`config.mk`:
```
export PLATFORM = sky130hd
export DESIGN_NAME = seg7_scan_driver
export DESIGN_NICKNAME = d
export VERILOG_FILES = /design/src/rtl/seg7_pkg.sv /design/src/rtl/seg7_decode.sv /design/src/rtl/seg7_scan_driver.sv
export SDC_FILE = /design/constraint.sdc
export NUM_CORES = 1
export LEC_CHECK = 0
export CORE_MARGIN = 2
export CORE_UTILIZATION = 50
export DETAILED_ROUTE_END_ITERATION = 16
export PLACE_DENSITY = 0.73
export SYNTH_ARGS = -nofsm -noshare
export SYNTH_HDL_FRONTEND = slang
export SYNTH_HIERARCHICAL = 1
export SYNTH_SLANG_ARGS = --single-unit
```
`constraint.sdc`:
```
create_clock -name clk -period 4.3 [get_ports clk]
set_clock_uncertainty 0.1 [all_clocks]
set_input_delay 0.86 -clock clk [delete_from_list [all_inputs] [get_ports clk]]
set_output_delay 0.86 -clock clk [all_outputs]
set_load 0.03 [all_outputs]
```
`src/rtl/seg7_pkg.sv`:
```
// Shared constants for the 7-segment scan driver: raw (active-high) segment
// patterns and segment bit positions.
package seg7_pkg;

  localparam int SEG_A = 0;
  localparam int SEG_B = 1;
  localparam int SEG_C = 2;
  localparam int SEG_D = 3;
  localparam int SEG_E = 4;
  localparam int SEG_F = 5;
  localparam int SEG_G = 6;

  localparam logic [6:0] SEG_OFF  = 7'h00;
  localparam logic [6:0] SEG_DASH = 7'h40;

  // Entry n is the glyph for nibble n (0-9, A, b, C, d, E, F).
  localparam logic [15:0][6:0] SEG_TABLE = {
    7'h71, 7'h79, 7'h5E, 7'h39, 7'h7C, 7'h77, 7'h6F, 7'h7F,
    7'h07, 7'h7D, 7'h6D, 7'h66, 7'h4F, 7'h5B, 7'h06, 7'h3F
  };

endpackage

```
`src/rtl/seg7_decode.sv`:
```
// Nibble to raw 7-segment pattern. In decimal mode, nibbles above 9 render
// as a dash so out-of-range data is visibly flagged.
module seg7_decode
  import seg7_pkg::*;
(
  input  logic [3:0] nibble,
  input  logic       hex_mode,
  output logic [6:0] pattern
);

  always_comb begin
    pattern = SEG_TABLE[nibble];
    if (!hex_mode && (nibble > 4'd9)) begin
      pattern = SEG_DASH;
    end
  end

endmodule

```
`src/rtl/seg7_scan_driver.sv`:
```
// Time-multiplexed 7-segment driver: shadow/display double buffer swapped at
// frame wrap, with segments, dp and digit enable registered together.
module seg7_scan_driver
  import seg7_pkg::*;
#(
  parameter int NUM_DIGITS  = 4,
  parameter int SLOT_CYCLES = 1000,
  parameter int ACTIVE_LOW  = 0,
  parameter int LZ_BLANK    = 1
) (
  input  logic                    clk,
  input  logic                    reset,
  input  logic [4*NUM_DIGITS-1:0] value,
  input  logic [NUM_DIGITS-1:0]   dp,
  input  logic                    load,
  input  logic                    hex_mode,
  input  logic                    lz_en,
  input  logic                    blank,
  output logic [6:0]              segments,
  output logic                    dp_out,
  output logic [NUM_DIGITS-1:0]   digit_en,
  output logic                    frame_done,
  output logic                    pending
);

  localparam int IDX_W = (NUM_DIGITS > 1) ? $clog2(NUM_DIGITS) : 1;
  localparam int CNT_W = $clog2(SLOT_CYCLES);
  localparam logic [IDX_W-1:0] LAST_IDX  = IDX_W'(NUM_DIGITS - 1);
  localparam logic [CNT_W-1:0] LAST_SLOT = CNT_W'(SLOT_CYCLES - 1);

  logic [CNT_W-1:0]        slot_cnt_reg, slot_cnt_next;
  logic [IDX_W-1:0]        idx_reg, idx_next;
  logic [4*NUM_DIGITS-1:0] shadow_val_reg, disp_val_reg, disp_val_next;
  logic [NUM_DIGITS-1:0]   shadow_dp_reg, disp_dp_reg, disp_dp_next;
  logic                    pending_reg, frame_done_reg, frame_done_next;
  logic [NUM_DIGITS-1:0]   digit_en_reg, digit_en_next;
  logic [6:0]              seg_reg, seg_next, raw_pat;
  logic                    dp_reg, dp_next;
  logic                    slot_end, wrap, transfer, lz_hit;
  logic [3:0]              nib [NUM_DIGITS];
  logic [3:0]              cur_nib;
  logic [NUM_DIGITS:0]     zero_from;

  assign slot_end      = (slot_cnt_reg == LAST_SLOT);
  assign wrap          = slot_end && (idx_reg == LAST_IDX);
  assign transfer      = wrap && pending_reg;
  assign slot_cnt_next = slot_end ? '0 : slot_cnt_reg + 1'b1;
  assign idx_next      = !slot_end ? idx_reg : (wrap ? '0 : idx_reg + 1'b1);
  assign disp_val_next = transfer ? shadow_val_reg : disp_val_reg;
  assign disp_dp_next  = transfer ? shadow_dp_reg : disp_dp_reg;

  // Outputs are computed from next-state so the glyph, dp and enable
  // all switch on the same edge as the digit index.
  assign zero_from[NUM_DIGITS] = 1'b1;
  generate
    for (genvar gi = 0; gi < NUM_DIGITS; gi++) begin : g_digit
      assign nib[gi]           = disp_val_next[4*gi +: 4];
      assign zero_from[gi]     = (nib[gi] == 4'd0) && zero_from[gi+1];
      assign digit_en_next[gi] = (idx_next == IDX_W'(gi));
    end
  endgenerate

  assign cur_nib = nib[idx_next];

  seg7_decode u_decode (
    .nibble   (cur_nib),
    .hex_mode (hex_mode),
    .pattern  (raw_pat)
  );

  assign lz_hit = (LZ_BLANK != 0) && lz_en && (idx_next != '0) && zero_from[idx_next];
  assign seg_next = (blank || lz_hit) ? SEG_OFF : raw_pat;
  assign dp_next  = !blank && disp_dp_next[idx_next];
  assign frame_done_next = (slot_cnt_next == LAST_SLOT) && (idx_next == LAST_IDX);

  always_ff @(posedge clk or posedge reset) begin
    if (reset) begin
      slot_cnt_reg   <= '0;
      idx_reg        <= '0;
      shadow_val_reg <= '0;
      shadow_dp_reg  <= '0;
      disp_val_reg   <= '0;
      disp_dp_reg    <= '0;
      pending_reg    <= 1'b0;
      frame_done_reg <= 1'b0;
      digit_en_reg   <= NUM_DIGITS'(1);
      seg_reg        <= SEG_TABLE[0];
      dp_reg         <= 1'b0;
    end else begin
      slot_cnt_reg   <= slot_cnt_next;
      idx_reg        <= idx_next;
      disp_val_reg   <= disp_val_next;
      disp_dp_reg    <= disp_dp_next;
      frame_done_reg <= frame_done_next;
      digit_en_reg   <= digit_en_next;
      seg_reg        <= seg_next;
      dp_reg         <= dp_next;
      if (load) begin
        shadow_val_reg <= value;
        shadow_dp_reg  <= dp;
        pending_reg    <= 1'b1;
      end else if (transfer) begin
        pending_reg    <= 1'b0;
      end
    end
  end

  assign segments   = seg_reg ^ {7{ACTIVE_LOW != 0}};
  assign dp_out     = dp_reg ^ (ACTIVE_LOW != 0);
  assign digit_en   = digit_en_reg ^ {NUM_DIGITS{ACTIVE_LOW != 0}};
  assign frame_done = frame_done_reg;
  assign pending    = pending_reg;

endmodule

```
### Word level (Yosys, flattened, before mapping)

Memory sizes are Yosys's and may differ from the RTL's.
Index checks and enable logic that the tools add are counted.

* add/sub/neg operators: 2
* bitwise operators: 1
* reduce and logical (&&, ||, !) cells: 20
* eq/ne operators: 6
* order comparisons: 5
* multiplexer cells: 17

Operators with widths (number)
* $mux W7: 3
* $eq A10 B10 Y1 const B: 2
* $logic_not A4 Y1: 4
* $mux W16: 1
* $mux W4: 3
* $add A10 B1 Y10 const B: 1
* $logic_and A1 B1 Y1: 10
* $mux W10: 1
* $bmux W4 S2: 1
* $eq A2 B2 Y1 const B: 3
* $lt A4 B5 Y1 const B: 1
* $bmux W1 S2: 2
* $gt A4 B4 Y1 const B: 1
* $lt A2 B4 Y1 const B: 1
* $mux W1: 4
* $mux W2: 2
* $reduce_bool A2 Y1: 2
* $ge A3 B3 Y1 const B: 1
* $lt A2 B3 Y1 const B: 1
* $not A2 Y3: 1
* $add A2 B1 Y2 const B: 1
* $eq A2 B1 Y1 const B: 1
* $logic_not A1 Y1: 2
* $logic_not A2 Y1: 1
* $logic_or A1 B1 Y1: 1

* bits in registers: 66
* output and inout port bits: 14
* ROM bits: 112
* memories kept: 1

Memories
* (no name shown): words 16, bits a word 7, read ports 1, clocked after Yosys merged registers in 0, write ports 0, RTL line seg7_decode.sv:12 `pattern = SEG_TABLE[nibble];`

### Longest topological paths before layout

Gate-level depths: netlist (run 1).

* depth in word-level cells: 13
* depth in mapped cells: 15
* depth with buffers taken out: 13

### By module

The synthesis (run 1) kept the hierarchy.

Modules (own cells, without submodules)
* seg7_scan_driver: sequential area each 1660.3 µm², area each 3022.9 µm², instances 1, cells each 221
* seg7_decode: sequential area each 0.0 µm², area each 327.8 µm², instances 1, cells each 41

### Least setup slack after synthesis (run 1)

Ideal clock, no wire load.

* kind: flip-flop to flip-flop
* start: register slot_cnt_reg[0]
* end: register seg_reg[2], in the netlist segments[2]
* path buffers: 2
* data required time: 4.126 ns
* stages on the path, launching flop included: 16
* library setup time: 0.074 ns
* path slack: 0.868 ns
* arrival: 3.258 ns
* clock period less this slack: 3.432 ns
* cell sequence: dfrtp_1 > ha_1 > nand3b_4 > nor4_4 > buf_6 > mux2_4 > mux2_1 > mux2_2 > inv_1 > ha_1 > o21bai_1 > and3b_1 > buf_6 > a221oi_2 > nand2b_1 > a21oi_1

* elaborated cells between the ends (all ways): 29
* those cells by class: order compare (1); eq/ne (1); mux (11); bitwise (1); reduce/logical (14); memory (1)

RTL lines
* start, declared: RTL line seg7_scan_driver.sv:31 `logic [CNT_W-1:0] slot_cnt_reg, slot_cnt_next;`
* start signal, assigned: RTL line seg7_scan_driver.sv:90 `slot_cnt_reg <= slot_cnt_next;`
* $eq A10 B10 Y1 (*): RTL line seg7_scan_driver.sv:44 `assign slot_end = (slot_cnt_reg == LAST_SLOT);`
* $logic_and A1 B1 Y1 (*): RTL line seg7_scan_driver.sv:45 `assign wrap = slot_end && (idx_reg == LAST_IDX);`
* $logic_and A1 B1 Y1 (*): RTL line seg7_scan_driver.sv:46 `assign transfer = wrap && pending_reg;`
* $mux W16 (*): RTL line seg7_scan_driver.sv:49 `assign disp_val_next = transfer ? shadow_val_reg : disp_val_reg;`
* via disp_val_next[5]: RTL line seg7_scan_driver.sv:33 `logic [4*NUM_DIGITS-1:0] shadow_val_reg, disp_val_reg, disp_val_next;`
* $bmux W4 S2 (*): RTL line seg7_scan_driver.sv:63 `assign cur_nib = nib[idx_next];`
* $mux W4 (not written as such) (*) (2 in series): RTL line seg7_scan_driver.sv:63
* via cur_nib[1]: RTL line seg7_scan_driver.sv:41 `logic [3:0] cur_nib;`
* $mem_v2 Z16 W7 / $gt A4 B4 Y1 (equally long branches)
* $mux W7 (not written as such) / $logic_and A1 B1 Y1 (equally long branches): RTL line seg7_decode.sv:12, seg7_decode.sv:13
* $mux W7 (*): RTL line seg7_decode.sv:13 `if (!hex_mode && (nibble > 4'd9)) begin`
* via raw_pat[2]: RTL line seg7_scan_driver.sv:37 `logic [6:0] seg_reg, seg_next, raw_pat;`
* $mux W7 (*): RTL line seg7_scan_driver.sv:72 `assign seg_next = (blank || lz_hit) ? SEG_OFF : raw_pat;`
* via seg_next[2]: RTL line seg7_scan_driver.sv:37
* end signal, assigned: RTL line seg7_scan_driver.sv:87 `seg_reg <= SEG_TABLE[0];`
* end signal, assigned: RTL line seg7_scan_driver.sv:96 `seg_reg <= seg_next;`
* end, declared: RTL line seg7_scan_driver.sv:37

The timed path passes the listed nets; every way through them passes the cells marked *. The select of a mux whose other input is x is not followed.
A chain may end at the register's enable or synchronous reset.

### Worst setup path after layout (run 1)

* start: register slot_cnt_reg[0]
* end: register seg_reg[6], in the netlist segments[6]

The elaborated chain is that of the path after synthesis.

==> impl_metrics.csv, run 1 <==
group,metric,value,unit
floorplan,initial_core_util,52.2,%
clock_tree,cts_root_buf,"clkbuf_8",
global_routing,grt_pass1_vias,2178,
power_and_ir_drop,ir_drop,0.000201,V
status,violations,"design-rule violations",
setup_path,arrival,3.96,ns
yosys,synthArstFlopShare,100,%
run,drv_cap,0,
timing,slew_headroom,34.9,%
clock_tree,numCtsBuffers,9,
placed_design,portBuffers,39,
routing,vias,2128,
finish,nNetsFinal,341,
yosys,synth_ff_type,"dfrtp_1",
finish,synthToLayoutAreaGrowth,19.1,%
clock_tree,cts_tree,"built",
floorplan,die_h,85.9,µm
timing,slew_viol_final,0,
power_and_ir_drop,total_power,1260,µW
routing,first_iter_violations,114,
setup_path,required,4.46,ns
clock_tree,clk_latency,0.34,ns
power_and_ir_drop,power_density,316,nW/µm²
timing,fin_tns_setup,0,ns
global_routing,grt_max_degree,45,
clock_tree,cts_max_level,3,
yosys,avgSynthCellArea,12.8,µm²
setup_path,startpoint_type,"flip-flop",
yosys,synthDistinctLibCells,57,
placed_design,gp_congestion,0.883,
yosys,synth_commonest_cells,"dfrtp_1, mux2_2, nor2_1",
yosys,synthesis.nets,297,
yosys,ys_ff_latch,66,
global_routing,antenna_found_initial,0,
yosys,synthCells,262,
yosys,synth_largest_area_cell,"dfrtp_1",
routing,dr.pass1.iters,12,
clock_tree,post_cts_buffers,0,
routing,drc,2,
routing,viasPerCell,5.48,
global_routing,grt.overflow.total,0,
floorplan,rows,29,
clock_tree,clock_path_buffers,2,
placed_design,dpl-instance-area,3790,µm²
yosys,seq_area_frac_synth,49.6,%
global_routing,grt_first_pass_wirelength,10.6,mm
yosys,syn-cell-area,3350,µm²
floorplan,num_io_pins,40,
routing,routed_wl,6.13,mm
finish,antenna_cells,0,
floorplan,die_w,85.9,µm
setup_path,crit_type,"flip-flop to flip-flop",
yosys,yosysMostFrequentCell,"dfrtp_1",
hold_path,min_path_type,"flip-flop to flip-flop",
timing,hold_viol_final,0,
timing,min_period,3.80,ns
yosys,synth_edf_count,0,
placed_design,hpwlAfterDp,4.41,mm
timing,fmax,0.263,GHz
routing,wl_per_cell,15.8,µm
global_routing,track_usage,18.8,%
clock_tree,cts_resized,0,
routing,ant_nets,0,
finish,drive_gt1_share,27.0,%
timing,rsz0062_at_grt,"false",
clock_tree,cts_hold_buf,0,
finish,fillers,518,
setup_path,cp_max_fo,22,
clock_tree,cts_sinks,66,
floorplan,core_area,6420,µm²
setup_path,worst_setup_path_end_kind,"flip-flop",
timing,worst_pin_slew,0.973,ns
status,outcome,"finished with violations",
timing,setup_violations,0,
yosys,yosys_warnings,6,
finish,final_area,3990,µm²
power_and_ir_drop,leakage,0.00183,µW
clock_tree,path_clk_slew,0.07,ns
floorplan,fp.dieArea,7370,µm²
timing,fin_crit_sh,88.3,%
yosys,synth_top_area_share,44.1,%
yosys,synth_area_leaders,"dfrtp_1, mux2_2, mux2_4",
[critical path, stage by stage (launching register included)]
cell and delay, ns:
dfrtp_1 0.41, ha_1 0.32, nand3b_4 0.15, nor4_4 0.26, buf_4 0.37, mux2_1 0.40, mux2_1 0.28, mux2_2 0.30
ha_1 0.26, o21bai_1 0.19, and3b_1 0.35, o21bai_1 0.16, nand2b_1 0.07, a21oi_1 0.11
[worst paths after layout]
check	from	endpoint	slack (ns)	cells past startpoint
worst max-delay path	slot_cnt_reg[0]	segments[6]	0.50	13
worst min-delay path	disp_dp_reg[2]	disp_dp_reg[2]	0.39	1
worst max register to register	slot_cnt_reg[0]	segments[6]	0.50	13
worst min register to register	disp_dp_reg[2]	disp_dp_reg[2]	0.39	1
max in group asynchronous	reset	segments[5]	2.43	3
min in group asynchronous	reset	shadow_val_reg[1]	0.75	2
[per-layer routing]
layer,track usage (%),part of all wire [%],vias to the layer above
met4,6.93,1.7,0
met5,0,0,-
met3,6.06,3.9,9
met1,23.4,44,1046
met2,30.8,51,43
li1,-,-,1030
[placed cells by master, fill, tap and decap left out, types with 3 or more instances in the layout]
cell | Yosys | routed
dfrtp_1 | 59 | 59
clkdlybuf4s50_1 | 0 | 39
mux2_2 | 30 | 30
nor2_1 | 14 | 14
mux2_4 | 13 | 13
nand2_1 | 12 | 12
a21oi_1 | 11 | 11
mux2_1 | 11 | 11
clkbuf_8 | 0 | 11
nand2b_1 | 9 | 9
ha_1 | 9 | 9
inv_1 | 9 | 8
dfstp_2 | 7 | 7
nor4_1 | 6 | 6
xnor2_1 | 4 | 4
nor3_1 | 4 | 4
buf_4 | 1 | 4
nand3_1 | 3 | 3
o21bai_1 | 3 | 3
[power breakdown]
group / leakage (µW) / internal [µW] / total (µW) / switching, µW
clock network: 0.0000986 / 298 / 524 / 226
registers: 0.000833 / 645 / 659 / 13.9
logic: 0.000899 / 45.6 / 79.3 / 33.7
total: 0.00183 / 989 / 1260 / 273
[layout make-up]
type | instances | area [µm²] | area share [%]
Inverter | 9 | 33.8 | 0.846
Sequential cell | 66 | 1660 | 41.6
Clock buffer | 12 | 155 | 3.89
Multi-Input combinational cell | 177 | 1580 | 39.5
Timing Repair Buffer | 43 | 420 | 10.5
Clock inverter | 4 | 50.0 | 1.25
Tap cell | 77 | 96.3 | 2.41
[kinds of logic after synthesis]
logic type      synth area share, %
compound gates                 7.99
xor+xnor                       1.57
fa+ha+maj                      3.36
buf+inv                        3.44
flops                          49.6
mux                            20.7
simple gates                   13.4
[per-stage QoR]
step	util, %	hold slack [ns]	std cells	setup WS [ns]
4_1_cts	62.1	0.389	388	0.506
6_report	62.1	0.388	388	0.501
5_1_grt	62.1	0.416	388	0.247
2_1_floorplan	-	0.354	262	0.868
3_5_place_dp	59.0	0.373	372	0.559
3_3_place_gp	59.0	0.365	372	0.689
Power figures use the tool's default switching activity.
==> run 2, diff against run 1 <==
--- a/config.mk
+++ b/config.mk
@@ -7,7 +7,10 @@
 export LEC_CHECK = 0
 export CORE_MARGIN = 2
 export CORE_UTILIZATION = 50
+export CTS_CLUSTER_DIAMETER = 60
+export CTS_CLUSTER_SIZE = 30
 export DETAILED_ROUTE_END_ITERATION = 16
+export GPL_TIMING_DRIVEN = 0
 export PLACE_DENSITY = 0.73
 export SYNTH_ARGS = -nofsm -noshare
 export SYNTH_HDL_FRONTEND = slang
==> impl_metrics.csv, run 2 (synthesis gave the netlist of run 1 again) <==
group,metric,value,unit
setup_path,startpoint_type,"flip-flop",
setup_path,cp_max_fo,10,
routing,ant_nets,0,
floorplan,initial_core_util,52.2,%
run,drv_cap,0,
hold_path,hold_path_depth,1,
timing,min_period,3.89,ns
setup_path,worst_setup_path_end_kind,"flip-flop",
global_routing,antenna_found_initial,0,
setup_path,crit_type,"flip-flop to flip-flop",
placed_design,gp_congestion,0.774,
clock_tree,cts_tree,"built",
global_routing,grt.overflow.total,0,
global_routing,track_usage,19.4,%
finish,synthToLayoutAreaGrowth,22.6,%
clock_tree,post_cts_buffers,0,
floorplan,num_io_pins,40,
routing,drc,2,
clock_tree,cts_sinks,66,
clock_tree,path_clk_slew,0.07,ns
routing,routed_wl,6.23,mm
finish,ff_latch_area,1660,µm²
timing,fmax,0.257,GHz
timing,rsz0062_at_grt,"false",
power_and_ir_drop,power_density,337,nW/µm²
floorplan,die_w,85.9,µm
setup_path,arrival,4.06,ns
timing,slew_headroom,50.2,%
setup_path,required,4.47,ns
floorplan,core_area,6420,µm²
power_and_ir_drop,leakage,0.00189,µW
floorplan,fp.dieArea,7370,µm²
finish,antenna_cells,0,
finish,utilization,64.0,%
clock_tree,clock_path_buffers,2,
timing,worst_pin_slew,0.733,ns
hold_path,min_path_type,"flip-flop to flip-flop",
clock_tree,clk_latency,0.34,ns
finish,multi_input_area,1580,µm²
finish,drive_gt1_share,28.3,%
power_and_ir_drop,ir_drop,0.000186,V
global_routing,grt_pass1_vias,2222,
timing,fin_crit_sh,90.5,%
routing,viasPerCell,5.43,
clock_tree,cts_max_level,3,
power_and_ir_drop,total_power,1390,µW
status,outcome,"finished with violations",
timing,fin_tns_setup,0,ns
clock_tree,numCtsBuffers,9,
clock_tree,cts_root_buf,"clkbuf_8",
finish,final_cell_mix,"dfrtp_1, clkdlybuf4s50_1, mux2_2",
timing,setup_violations,0,
floorplan,die_h,85.9,µm
global_routing,grt_first_pass_wirelength,10.8,mm
global_routing,grt_max_degree,39,
routing,vias,2145,
routing,dr.pass1.iters,10,
floorplan,rows,29,
timing,hold_viol_final,0,
finish,mostFrequentLayoutCell,"dfrtp_1",
clock_tree,cts_resized,0,
placed_design,hpwlAfterDp,4.59,mm
timing,slew_viol_final,0,
routing,wl_per_cell,15.8,µm
placed_design,portBuffers,39,
routing,first_iter_violations,75,
status,violations,"design-rule violations",
finish,fillers,492,
setup_path,ff2ff_path_depth,14,
finish,nNetsFinal,348,
clock_tree,cts_hold_buf,0,
run 2: changes by cell type in the layout (fill, tap and decap cells not counted):
cell and delta:
clkinvlp_4 -2, clkbuf_8 -1, buf_6 +5, inv_6 +1, buf_2 +2, bufinv_16 +2
clkbuf_1 +1, buf_12 +1, clkinv_4 +1, buf_4 -3
run 2: layout make-up:
class	count	area share, %
clock buffers	10	3.35
well taps	77	2.35
inverters	9	0.822
multi-input cells	177	38.3
plain buffers	10	1.98
repair buffers	40	9.99
clock inverters	6	2.74
flip-flops and latches	66	40.4
run 2: power by group:
part	internal (µW)	total, µW	switching, µW
Sequential	644	658	13.2
Clock	403	647	244
Combinational	46.9	81.2	34.3
Total	1090	1390	292
run 2: per-layer routing:
layer  up-vias  track usage (%)  routed length, µm  share of wire [%]
li1       1045                -                  -                  -
met1      1065             24.2               2830                 45
met2        29             31.8               3140                 50
met3         6             5.29                173                2.8
met4         0             8.23                 83                1.3
met5         -                0                  0                  0
run 2: worst paths after layout:
path | from | endpoint | slack, ns
min in group asynchronous | reset | shadow_val_reg[9] | 0.81
worst min register to register | disp_dp_reg[1] | disp_dp_reg[1] | 0.39
worst max-delay path | slot_cnt_reg[0] | segments[2] | 0.41
max in group asynchronous | reset | digit_en[0] | 2.61
worst min-delay path | disp_dp_reg[1] | disp_dp_reg[1] | 0.39
worst max register to register | slot_cnt_reg[0] | segments[2] | 0.41
run 2: metrics by stage:
step	hold WS (ns)	cell area, µm²	cells	setup slack, ns
final	0.391	4110	395	0.407
after global routing	0.408	4110	395	0.170
after CTS	0.392	4110	395	0.380
after detailed placement	0.374	3860	379	0.413
after global placement	0.368	3840	378	0.464
after floorplan	0.354	3350	262	0.868
run 2: worst max-delay path, cell delays in order, from the launching register on:
cell	delay [ns]
dfrtp_1	0.40
ha_1	0.31
nand3b_4	0.15
nor3_4	0.23
mux2i_2	0.67
mux2_2	0.42
mux2_2	0.33
inv_1	0.12
ha_1	0.24
o21bai_1	0.11
and3b_1	0.18
buf_6	0.13
a221oi_2	0.19
nand2b_1	0.08
a21oi_1	0.15
==> run 3, diff against run 2 <==
--- a/config.mk
+++ b/config.mk
@@ -5,9 +5,7 @@
 export SDC_FILE = /design/constraint.sdc
 export NUM_CORES = 1
 export LEC_CHECK = 0
-export CORE_MARGIN = 2
 export CORE_UTILIZATION = 50
-export CTS_CLUSTER_DIAMETER = 60
 export CTS_CLUSTER_SIZE = 30
 export DETAILED_ROUTE_END_ITERATION = 16
 export GPL_TIMING_DRIVEN = 0
==> impl_metrics.csv, run 3 (synthesis gave the netlist of run 1 again) <==
group,metric,value,unit
power_and_ir_drop,power_density,315,nW/µm²
hold_path,min_path_type,"flip-flop to flip-flop",
status,violations,"design-rule violations",
setup_path,crit_path_start,"slot_cnt_reg[0]",
routing,wl_per_cell,15.2,µm
timing,rsz0062_at_grt,"false",
power_and_ir_drop,switching_power,273,µW
placed_design,dp_cells,379,
routing,first_iter_violations,78,
power_and_ir_drop,seqPwrFrac,51.4,%
finish,multi_input_area,1580,µm²
finish,mostFrequentLayoutCell,"dfrtp_1",
power_and_ir_drop,leakage,0.00187,µW
power_and_ir_drop,ir_drop,0.000264,V
routing,drc,4,
routing,vias,2094,
global_routing,grt_pass1_vias,2162,
routing,routed_wl,5.99,mm
finish,nNetsFinal,348,
placed_design,pre_cts_ws,0.447,ns
timing,setup_violations,0,
floorplan,die_w,83.9,µm
timing,whs,0.392,ns
floorplan,initial_core_util,52.2,%
clock_tree,path_clk_slew,0.07,ns
floorplan,num_io_pins,40,
power_and_ir_drop,internal_power,1010,µW
setup_path,slowest_stage,"mux2i_2",
setup_path,crit-reg2reg-launch,"slot_cnt_reg[0]",
routing,dr.pass1.iters,10,
finish,fillers,530,
timing,worst_slack,0.381,ns
finish,final_cell_mix,"dfrtp_1, clkdlybuf4s50_1, mux2_2",
global_routing,grt.overflow.total,0,
setup_path,crit_type,"flip-flop to flip-flop",
global_routing,track_usage,19.1,%
floorplan,die_h,83.9,µm
placed_design,hpwlAfterDp,4.39,mm
finish,utilization,63.4,%
setup_path,required,4.46,ns
clock_tree,numCtsBuffers,9,
placed_design,gp_congestion,0.822,
global_routing,antenna_found_initial,0,
setup_path,ff2ff_path_depth,14,
setup_path,worst_setup_path_end_kind,"flip-flop",
finish,final_cells,395,
global_routing,grt_max_degree,38,
hold_path,hold_path.startpoint,"disp_val_reg[0]",
timing,slew_viol_final,0,
global_routing,grt_first_pass_wirelength,10.3,mm
clock_tree,cts_hold_buf,0,
routing,viasPerCell,5.30,
clock_tree,cts_max_level,3,
floorplan,rows,29,
finish,antenna_cells,0,
hold_path,hold_path_depth,1,
floorplan,fp.dieArea,7030,µm²
clock_tree,cts_sinks,66,
finish,ff_latch_area,1660,µm²
setup_path,startpoint_type,"flip-flop",
timing,fin_crit_sh,91.1,%
setup_path,slowest_delay,0.71,ns
power_and_ir_drop,pwr-share-clk,42.3,%
timing,slew_headroom,47.1,%
setup_path,cp_max_fo,10,
finish,synthToLayoutAreaGrowth,21.5,%
placed_design,portBuffers,39,
setup_path,arrival,4.08,ns
timing,fin_tns_setup,0,ns
timing,worst_pin_slew,0.779,ns
clock_tree,clock_path_buffers,2,
timing,hold_viol_final,0,
timing,fmax,0.255,GHz
clock_tree,post_cts_buffers,0,
setup_path,crit_chain,"ha_1, nand3b_4, nor3_4, mux2i_2, mux2_2, mux2_2, inv_1, ha_1, o21bai_1, and3b_1, buf_6, a221oi_2, nand2b_1, a21oi_1",
power_and_ir_drop,switching_share,21.3,%
clock_tree,clk_latency,0.34,ns
power_and_ir_drop,p_comb_share,6.3,%
clock_tree,cts_root_buf,"clkbuf_8",
floorplan,core_area,6420,µm²
run,drv_cap,0,
status,outcome,"finished with violations",
routing,ant_nets,0,
clock_tree,cts_resized,0,
timing,min_period,3.92,ns
finish,drive_gt1_share,28.0,%
clock_tree,cts_tree,"built",
-- run 3: metal layers --
metal / up-vias / wire [µm] / GRT usage [%]
li1: 1037 / - / -
met1: 1018 / 2740 / 23.7
met2: 33 / 2970 / 31.9
met3: 6 / 220 / 6.13
met4: 0 / 65 / 5.17
met5: - / 0 / 0
-- run 3: final cells by class --
type                            instances  share of cell area (%)
Clock inverter                          3                    1.14
Sequential cell                        66                    40.8
Buffer                                 10                    2.00
Tap cell                               77                    2.37
Timing Repair Buffer                   40                    10.1
Multi-Input combinational cell        177                    38.7
Inverter                                9                   0.829
Clock buffer                           13                    4.15
-- run 3: path summary, 6_finish.rpt --
path | to | slack [ns]
setup / recovery | segments[2] | 0.38
hold reg to reg | disp_val_reg[0] | 0.39
setup reg to reg | segments[2] | 0.38
max in group asynchronous | segments[0] | 2.53
min in group asynchronous | shadow_val_reg[1] | 0.88
hold / removal | disp_val_reg[0] | 0.39
-- run 3: power by group through the flow --
stage | combinational (µW) | sequential, µW | clock, µW
after floorplan | 37.4 | 671 | 0
after global placement | 78.9 | 669 | 0
after detailed placement | 83.3 | 670 | 0
after CTS | 83.3 | 658 | 560
after global routing | 89.3 | 660 | 585
final | 81.1 | 658 | 542
-- run 3: critical path, delay by kind of cell (launching register included) --
family,cells,cell delay [ns]
compound gates,3,0.42
fa+ha+maj,2,0.56
buf+inv,2,0.24
flops,1,0.40
mux,3,1.47
simple gates,4,0.64
-- run 3: stage by stage --
stage          total power [µW]  instance area, µm²
2_1_floorplan               709                3350
3_3_place_gp                748                3840
3_5_place_dp                753                3860
4_1_cts                    1300                4070
5_1_grt                    1330                4070
6_report                   1280                4070
